`src/rtl/instr_encoder.sv`:
```
// Packs ALU/branch/memory instruction fields into 16-bit words and streams them
// sequentially into instruction memory, one word every two cycles.
module instr_encoder #(
  parameter int unsigned ADDR_W = 6
) (
  input  logic              CLK,
  input  logic              reset,
  input  logic              start,
  input  logic              finish,
  input  logic              in_valid,
  output logic              in_ready,
  input  logic [1:0]        cls,
  input  logic [3:0]        op,
  input  logic              immed,
  input  logic [2:0]        reg_out,
  input  logic [2:0]        reg_a,
  input  logic [2:0]        reg_b,
  input  logic [4:0]        imm,
  output logic              mem_we,
  output logic [ADDR_W-1:0] mem_addr,
  output logic [15:0]       mem_wdata,
  output logic              err,
  output logic [7:0]        err_cnt,
  output logic [ADDR_W:0]   count,
  output logic              done,
  output logic              full
);

  typedef enum logic [1:0] {IDLE, LOAD, WRITE, FULL} state_t;

  state_t            state, state_nxt;
  logic [ADDR_W-1:0] addr_q, addr_nxt;
  logic [ADDR_W:0]   count_q, count_nxt;
  logic [7:0]        errcnt_q, errcnt_nxt;
  logic [15:0]       word_q, word_nxt;
  logic              err_q, err_nxt;
  logic              done_q, done_nxt;

  logic              legal;
  logic              iform;
  logic [4:0]        opc;
  logic [15:0]       enc;

  // Field encoder: GT/LT/EQ (8..10) land on 14..16 via the same +6 offset as I-form ALU ops.
  always_comb begin
    legal = 1'b1;
    iform = 1'b0;
    opc   = '0;
    if (cls == 2'd0) begin
      if (op == 4'd0 || op > 4'd10) begin
        legal = 1'b0;
      end else if (op >= 4'd8) begin
        opc   = {1'b0, op} + 5'd6;
        legal = !immed;
      end else if (immed) begin
        opc   = {1'b0, op} + 5'd6;
        iform = 1'b1;
      end else begin
        opc   = {1'b0, op} - 5'd1;
      end
    end else begin
      opc   = {3'b100, cls};
      iform = 1'b1;
    end
    enc = iform ? {reg_out, reg_a, imm, opc} : {reg_out, reg_a, reg_b, 2'b00, opc};
  end

  always_comb begin
    state_nxt  = state;
    addr_nxt   = addr_q;
    count_nxt  = count_q;
    errcnt_nxt = errcnt_q;
    word_nxt   = word_q;
    err_nxt    = 1'b0;
    done_nxt   = 1'b0;
    unique case (state)
      IDLE, FULL: begin
        if (start) begin
          state_nxt  = LOAD;
          addr_nxt   = '0;
          count_nxt  = '0;
          errcnt_nxt = '0;
        end
      end
      LOAD: begin
        if (start) begin
          addr_nxt   = '0;
          count_nxt  = '0;
          errcnt_nxt = '0;
        end else if (finish) begin
          state_nxt = IDLE;
          done_nxt  = 1'b1;
        end else if (in_valid) begin
          if (legal) begin
            word_nxt  = enc;
            state_nxt = WRITE;
          end else begin
            err_nxt = 1'b1;
            if (errcnt_q != 8'hFF) errcnt_nxt = errcnt_q + 8'd1;
          end
        end
      end
      WRITE: begin
        count_nxt = count_q + {{ADDR_W{1'b0}}, 1'b1};
        if (addr_q == '1) begin
          state_nxt = FULL;
          done_nxt  = 1'b1;
        end else begin
          addr_nxt  = addr_q + {{(ADDR_W-1){1'b0}}, 1'b1};
          state_nxt = LOAD;
        end
      end
      default: state_nxt = IDLE;
    endcase
  end

  always_ff @(posedge CLK or negedge reset) begin
    if (!reset) begin
      state    <= IDLE;
      addr_q   <= '0;
      count_q  <= '0;
      errcnt_q <= '0;
      word_q   <= '0;
      err_q    <= 1'b0;
      done_q   <= 1'b0;
    end else begin
      state    <= state_nxt;
      addr_q   <= addr_nxt;
      count_q  <= count_nxt;
      errcnt_q <= errcnt_nxt;
      word_q   <= word_nxt;
      err_q    <= err_nxt;
      done_q   <= done_nxt;
    end
  end

  // Strobes decode straight from state so an async reset drops mem_we immediately.
  assign in_ready  = (state == LOAD);
  assign mem_we    = (state == WRITE);
  assign full      = (state == FULL);
  assign mem_addr  = addr_q;
  assign mem_wdata = word_q;
  assign count     = count_q;
  assign err_cnt   = errcnt_q;
  assign err       = err_q;
  assign done      = done_q;

endmodule
```
`config.mk`:
```
export PLATFORM = sky130hd
export DESIGN_NAME = instr_encoder
export DESIGN_NICKNAME = d
export VERILOG_FILES = /design/src/rtl/instr_encoder.sv
export SDC_FILE = /design/constraint.sdc
export NUM_CORES = 1
export LEC_CHECK = 0
export BUFFER_PORTS_ARGS = -buffer_cell sky130_fd_sc_hd__buf_2
export CORE_MARGIN = 4
export CORE_UTILIZATION = 46
export DETAILED_ROUTE_END_ITERATION = 10
export PLACE_DENSITY = 0.86
export SLEW_MARGIN = 10
export SYNTH_ARGS = -nofsm -noshare
export SYNTH_HDL_FRONTEND = slang
export SYNTH_SLANG_ARGS = --single-unit
```
`constraint.sdc`:
```
create_clock -name CLK -period 1.85 [get_ports CLK]
set_input_delay 0.0925 -clock CLK [delete_from_list [all_inputs] [get_ports CLK]]
set_output_delay 0.0925 -clock CLK [all_outputs]
set_load 0.005 [all_outputs]
```
==> reports/results.env <==
STATUS='finished with violations'
VIOLATIONS='setup timing'
NETLIST_TOP_CELLS_COUNT='sky130_fd_sc_hd__dfrtp_1, sky130_fd_sc_hd__nand2_1, sky130_fd_sc_hd__o21ai_0'
FILLCELLCOUNT=351
SYNTH_SIMPLE_GATE_AREA_SHARE_PCT=19.7
ROUTE.VIAS.TOTAL=2030
POST_DETAILED_ROUTE_VIA_TO_CELL_RATIO=5.37
SETUP.WORST_PATH.CLASS='reg -> reg'
YOSYSMOSTFREQUENTCELL='sky130_fd_sc_hd__dfrtp_1'
ASYNC_FLOP_SHARE_PCT=100
SYNTH_ENABLE_FLOP_CELLS=0
SYNTH.AREA.MUX_SHARE_PCT=7.85
SYNTH-SEQ-CELLS=41
SYNTH_TOP_FAMILY_BY_AREA='simple AND/OR/NAND/NOR gates'
CLOCK_LATENCY_NS=0.30
SLEW_VIOLATIONS=0
SYNTH.AREA.TOP_CELLS='sky130_fd_sc_hd__dfrtp_1, sky130_fd_sc_hd__ha_1, sky130_fd_sc_hd__mux2_2, sky130_fd_sc_hd__nand2_1, sky130_fd_sc_hd__o21ai_0'
SYNTH_TOP_CELL_AREA_SHARE_PCT=46.6
GRT_SETUP_UNREPAIRED='true'
SLEW_HEADROOM_PCT=66.0
IOPINCOUNT=68
DRT_ITER0_DRC=106
INTERNAL_POWER_COMPONENT_mW=1.95
CLKPWRFRAC_PCT=19.7
SYNTH_TOP_AREA_CELL='sky130_fd_sc_hd__dfrtp_1'
GRT_PASS1_VIAS=1993
DIE_WIDTH_UM=77.2
AREAGROWTHSYNTHTOFINISH_PCT=37.2
FINAL_PERIOD_MINUS_WORST_SETUP_SLACK_NS=1.87
TOTAL_NEGATIVE_SETUP_SLACKS_NS=-0.0177
DRCVIOLATIONCOUNT=0
ANTENNA_FOUND_INITIAL=0
DETAILEDPLACEMENTHPWL_MM=3.93
YOSYS.CELL_TYPES.COUNT=43
CP.ARRIVAL_NS=2.11
SYNTH-COMPOUND-AREA-SHARE_PCT=15.6
MAXCAPVIOLATIONS=0
START_UTIL_PCT=48.8
MULTI_INPUT_COMB_AREA_UM2=1200
PWR_DENSITY_CELL_nW_PER_UM2=973
TOTALWIRELENGTH_MM=5.39
FMAXACHIEVABLE_GHz=0.535
AREA_OF_THE_MAPPED_NETLIST_UM2=2200
GP_ROUTABILITY_CONGESTION=0.870
PEAKVDDDROP_uV=637
DIE_HEIGHT_UM=77.2
TOTAL_NUMBER_OF_NETS_IN_THE_FINAL_DESIGN=362
CRITICAL_PATH.MOST_COMMON_CELL='sky130_fd_sc_hd__or4_4'
POSTSYNTHAREAPERCELL_UM2=10.0
FINAL_ROUTED_WIRE_LENGTH_DIVIDED_BY_CELL_COUNT_UM=14.3
COMB_POWER_SHARE_PCT=38.8
CTS.REPORTEDPATHS.CLKPINSLEW_NS=0.08
GLOBAL_ROUTE.USAGE.TOTAL_PCT=18.7
GRT_PASS1_WL_MM=8.99
CLOCK_SINKS=41
SYNTH_CELLS=220
FINALCLOCKSKEW_NS=0.00645
PREDOMINANT_POST_SYNTHESIS_FLOP_CELL='sky130_fd_sc_hd__dfrtp_1'
DRIVE_ABOVE_1_SHARE_PCT=43.3
TIMING.CRITICAL_PATH.TO_TYPE='flip-flop'
NUMCTSBUFFERS=5
SWITCHING_POWER_uW=983
CLOCK_TREE.BUFFER_DEPTH=2
FIRSTDRTPASSITERS=4
CTSROOTBUFFERMASTER='sky130_fd_sc_hd__clkbuf_8'
CRIT_REQUIRED_NS=2.09
TIMING.CRITICAL_PATH.CELLS='ha_4, or4_4, or4_4, nand3_2'
SEQ_POWER_SHARE_PCT=41.5
CLOCK_TREE_FROM_TRITONCTS='done'
WORSTMARGINPINSLEW_NS=0.510
FINAL_WORST_PATH_CYCLE_SHARE_PCT=101
STARTPOINT_TYPE='flip-flop'
SYN_NETS=257
SWITCHING_SHARE_PCT=33.5
SYNTHXORXNORAREAFRAC_PCT=1.99
INSERTEDDIODECOUNT=0
STDCELL_AREA_UM2=3020
YOSYSWARNINGS=0
STANDARD_CELL_AREA_AFTER_DETAILED_PLACEMENT_UM2=2860
LEAKAGEPOWER_nW=1.55
PLACEMENTROWS=24
HTREEDEPTH=2
CRITPATHTOPFAMILY='simple AND/OR/NAND/NOR gates'
DIE-AREA_UM2=5950
IO_BUFFERS=67
ANTENNA_LEFT=0
FLOORPLAN.CORE_AREA_UM2=4500
GRT_START_MAX_NET_PINS=42
SYNTH-ADDER-AREA-SHARE_PCT=6.26
TOTAL_COUNT_OF_HOLD_CHECK_FAILURES_IN_THE_FINAL_REPORT=0
WORST_HOLD_PATH_TYPE='in -> reg'
FINAL_CRITICAL_PATH_SETUP_SLACK_NS=-0.0177
GLOBAL_ROUTE.OVERFLOW_TOTAL=0
CPMAXSTAGEDELAYCELL='sky130_fd_sc_hd__or4_4'
CRITPATHMAXFANOUT=6
MAX_STAGE_DELAY_NS=0.52
SEQUENTIAL_CELL_AREA_UM2=1030
SETUP_VIOLATIONS=1
YOSYSSEQAREASHARE_PCT=46.6
CP_NUM_BUF_INV=0
-- flip-flops by register name, indices dropped and copies added (netlist names) --
signal / cells
count: 7
err_cnt: 8
err: 1
mem_addr: 6
mem_wdata: 16
state: 2
done: 1
-- cell usage in the layout (no fill, tap or decap), types with 3 or more instances in the layout --
cell type	count
sky130_fd_sc_hd__nand4_1	4
sky130_fd_sc_hd__inv_1	5
sky130_fd_sc_hd__dfrtp_1	40
sky130_fd_sc_hd__nand2_1	29
sky130_fd_sc_hd__nor3_1	3
sky130_fd_sc_hd__ha_2	3
sky130_fd_sc_hd__o21ai_0	20
sky130_fd_sc_hd__mux2i_1	6
sky130_fd_sc_hd__a21oi_1	10
sky130_fd_sc_hd__nor2_1	11
sky130_fd_sc_hd__nand2b_1	5
sky130_fd_sc_hd__buf_2	67
sky130_fd_sc_hd__o31ai_1	3
sky130_fd_sc_hd__mux2_2	10
sky130_fd_sc_hd__a22o_1	3
sky130_fd_sc_hd__o211ai_1	3
sky130_fd_sc_hd__ha_1	6
sky130_fd_sc_hd__xnor2_1	3
sky130_fd_sc_hd__buf_4	33
sky130_fd_sc_hd__nand3_1	6
sky130_fd_sc_hd__clkbuf_8	5
sky130_fd_sc_hd__or4_4	3
sky130_fd_sc_hd__o21bai_1	3
sky130_fd_sc_hd__nor2b_1	3
-- final timing paths --
kind	from	cells after the start	slack, ns	endpoint
max	state[1]	4	-0.02	err_cnt[7]
max in group asynchronous	reset	3	1.09	state[1]
min in group asynchronous	reset	3	0.39	count[2]
min	reg_a[1]	2	0.03	mem_wdata[11]
max reg2reg	state[1]	4	-0.02	err_cnt[7]
min reg2reg	mem_wdata[7]	2	0.48	mem_wdata[7]
-- worst reg2reg max path: cells and delay by family, from the launching register on --
kind                     cells  cell delay [ns]
adder cells (fa/ha/maj)      1             0.26
flip-flops                   1             0.45
AND/OR/NAND/NOR              3             1.10
-- area by class of cell --
cell class                 count  area share (%)
sequential                    41            34.0
timing repair buffer         102            20.3
multi-input combinational    168            39.7
clock inverter                 2           0.498
clock buffer                   6            2.40
inverter                       7           0.871
tap                           52            2.16
-- layer usage --
layer / vias up / GRT usage [%] / wire (um)
met5: - / 0 / 0
met4: 0 / 7.47 / 74
met3: 6 / 4.33 / 316
met2: 60 / 32.3 / 2650
met1: 961 / 22.3 / 2350
li1: 1003 / - / -
-- per-stage QoR --
stage / cells / utilization (%) / total power, mW / hold WS, ns / worst slack [ns]
5_1_grt: 378 / 67.0 / 3.14 / 0.0226 / -0.0753
2_1_floorplan: 220 / - / 1.80 / -0.203 / 0.00304
6_report: 378 / 67.0 / 2.94 / 0.0266 / -0.0177
3_3_place_gp: 365 / 63.5 / 2.31 / 0.189 / -0.0938
4_1_cts: 375 / 65.9 / 2.96 / 0.0231 / -0.0287
3_5_place_dp: 365 / 63.5 / 2.37 / 0.190 / -0.152
-- repair_timing --
action / 4_1_cts / 5_1_grt
endpoints found under the hold margin: 41 / 0
endpoints found under the setup margin: 1 / 11
buffers inserted: 1 / 3
hold buffers: 1 / 0
pin swaps: 1 / 1
gates resized for setup: 1 / 7
-- logic make-up (layout without fill, tap and decap cells) --
logic type | count (synthesis) | count (layout)
buffers and inverters | 11 | 117
muxes | 16 | 16
DFF | 41 | 41
and+or+nand+nor | 82 | 82
adders and majority gates | 11 | 11
xor gates and xnor gates | 5 | 5
AOI/OAI and AO/OA | 54 | 54
-- power by group through the flow --
stage	Clock, mW	Sequential [mW]	Combinational, mW
floorplan	0	1.26	0.545
global placement	0	1.22	1.09
detailed placement	0	1.24	1.13
CTS	0.593	1.22	1.14
global route	0.634	1.25	1.25
finish	0.580	1.22	1.14
(Power assumes the default switching activity.)
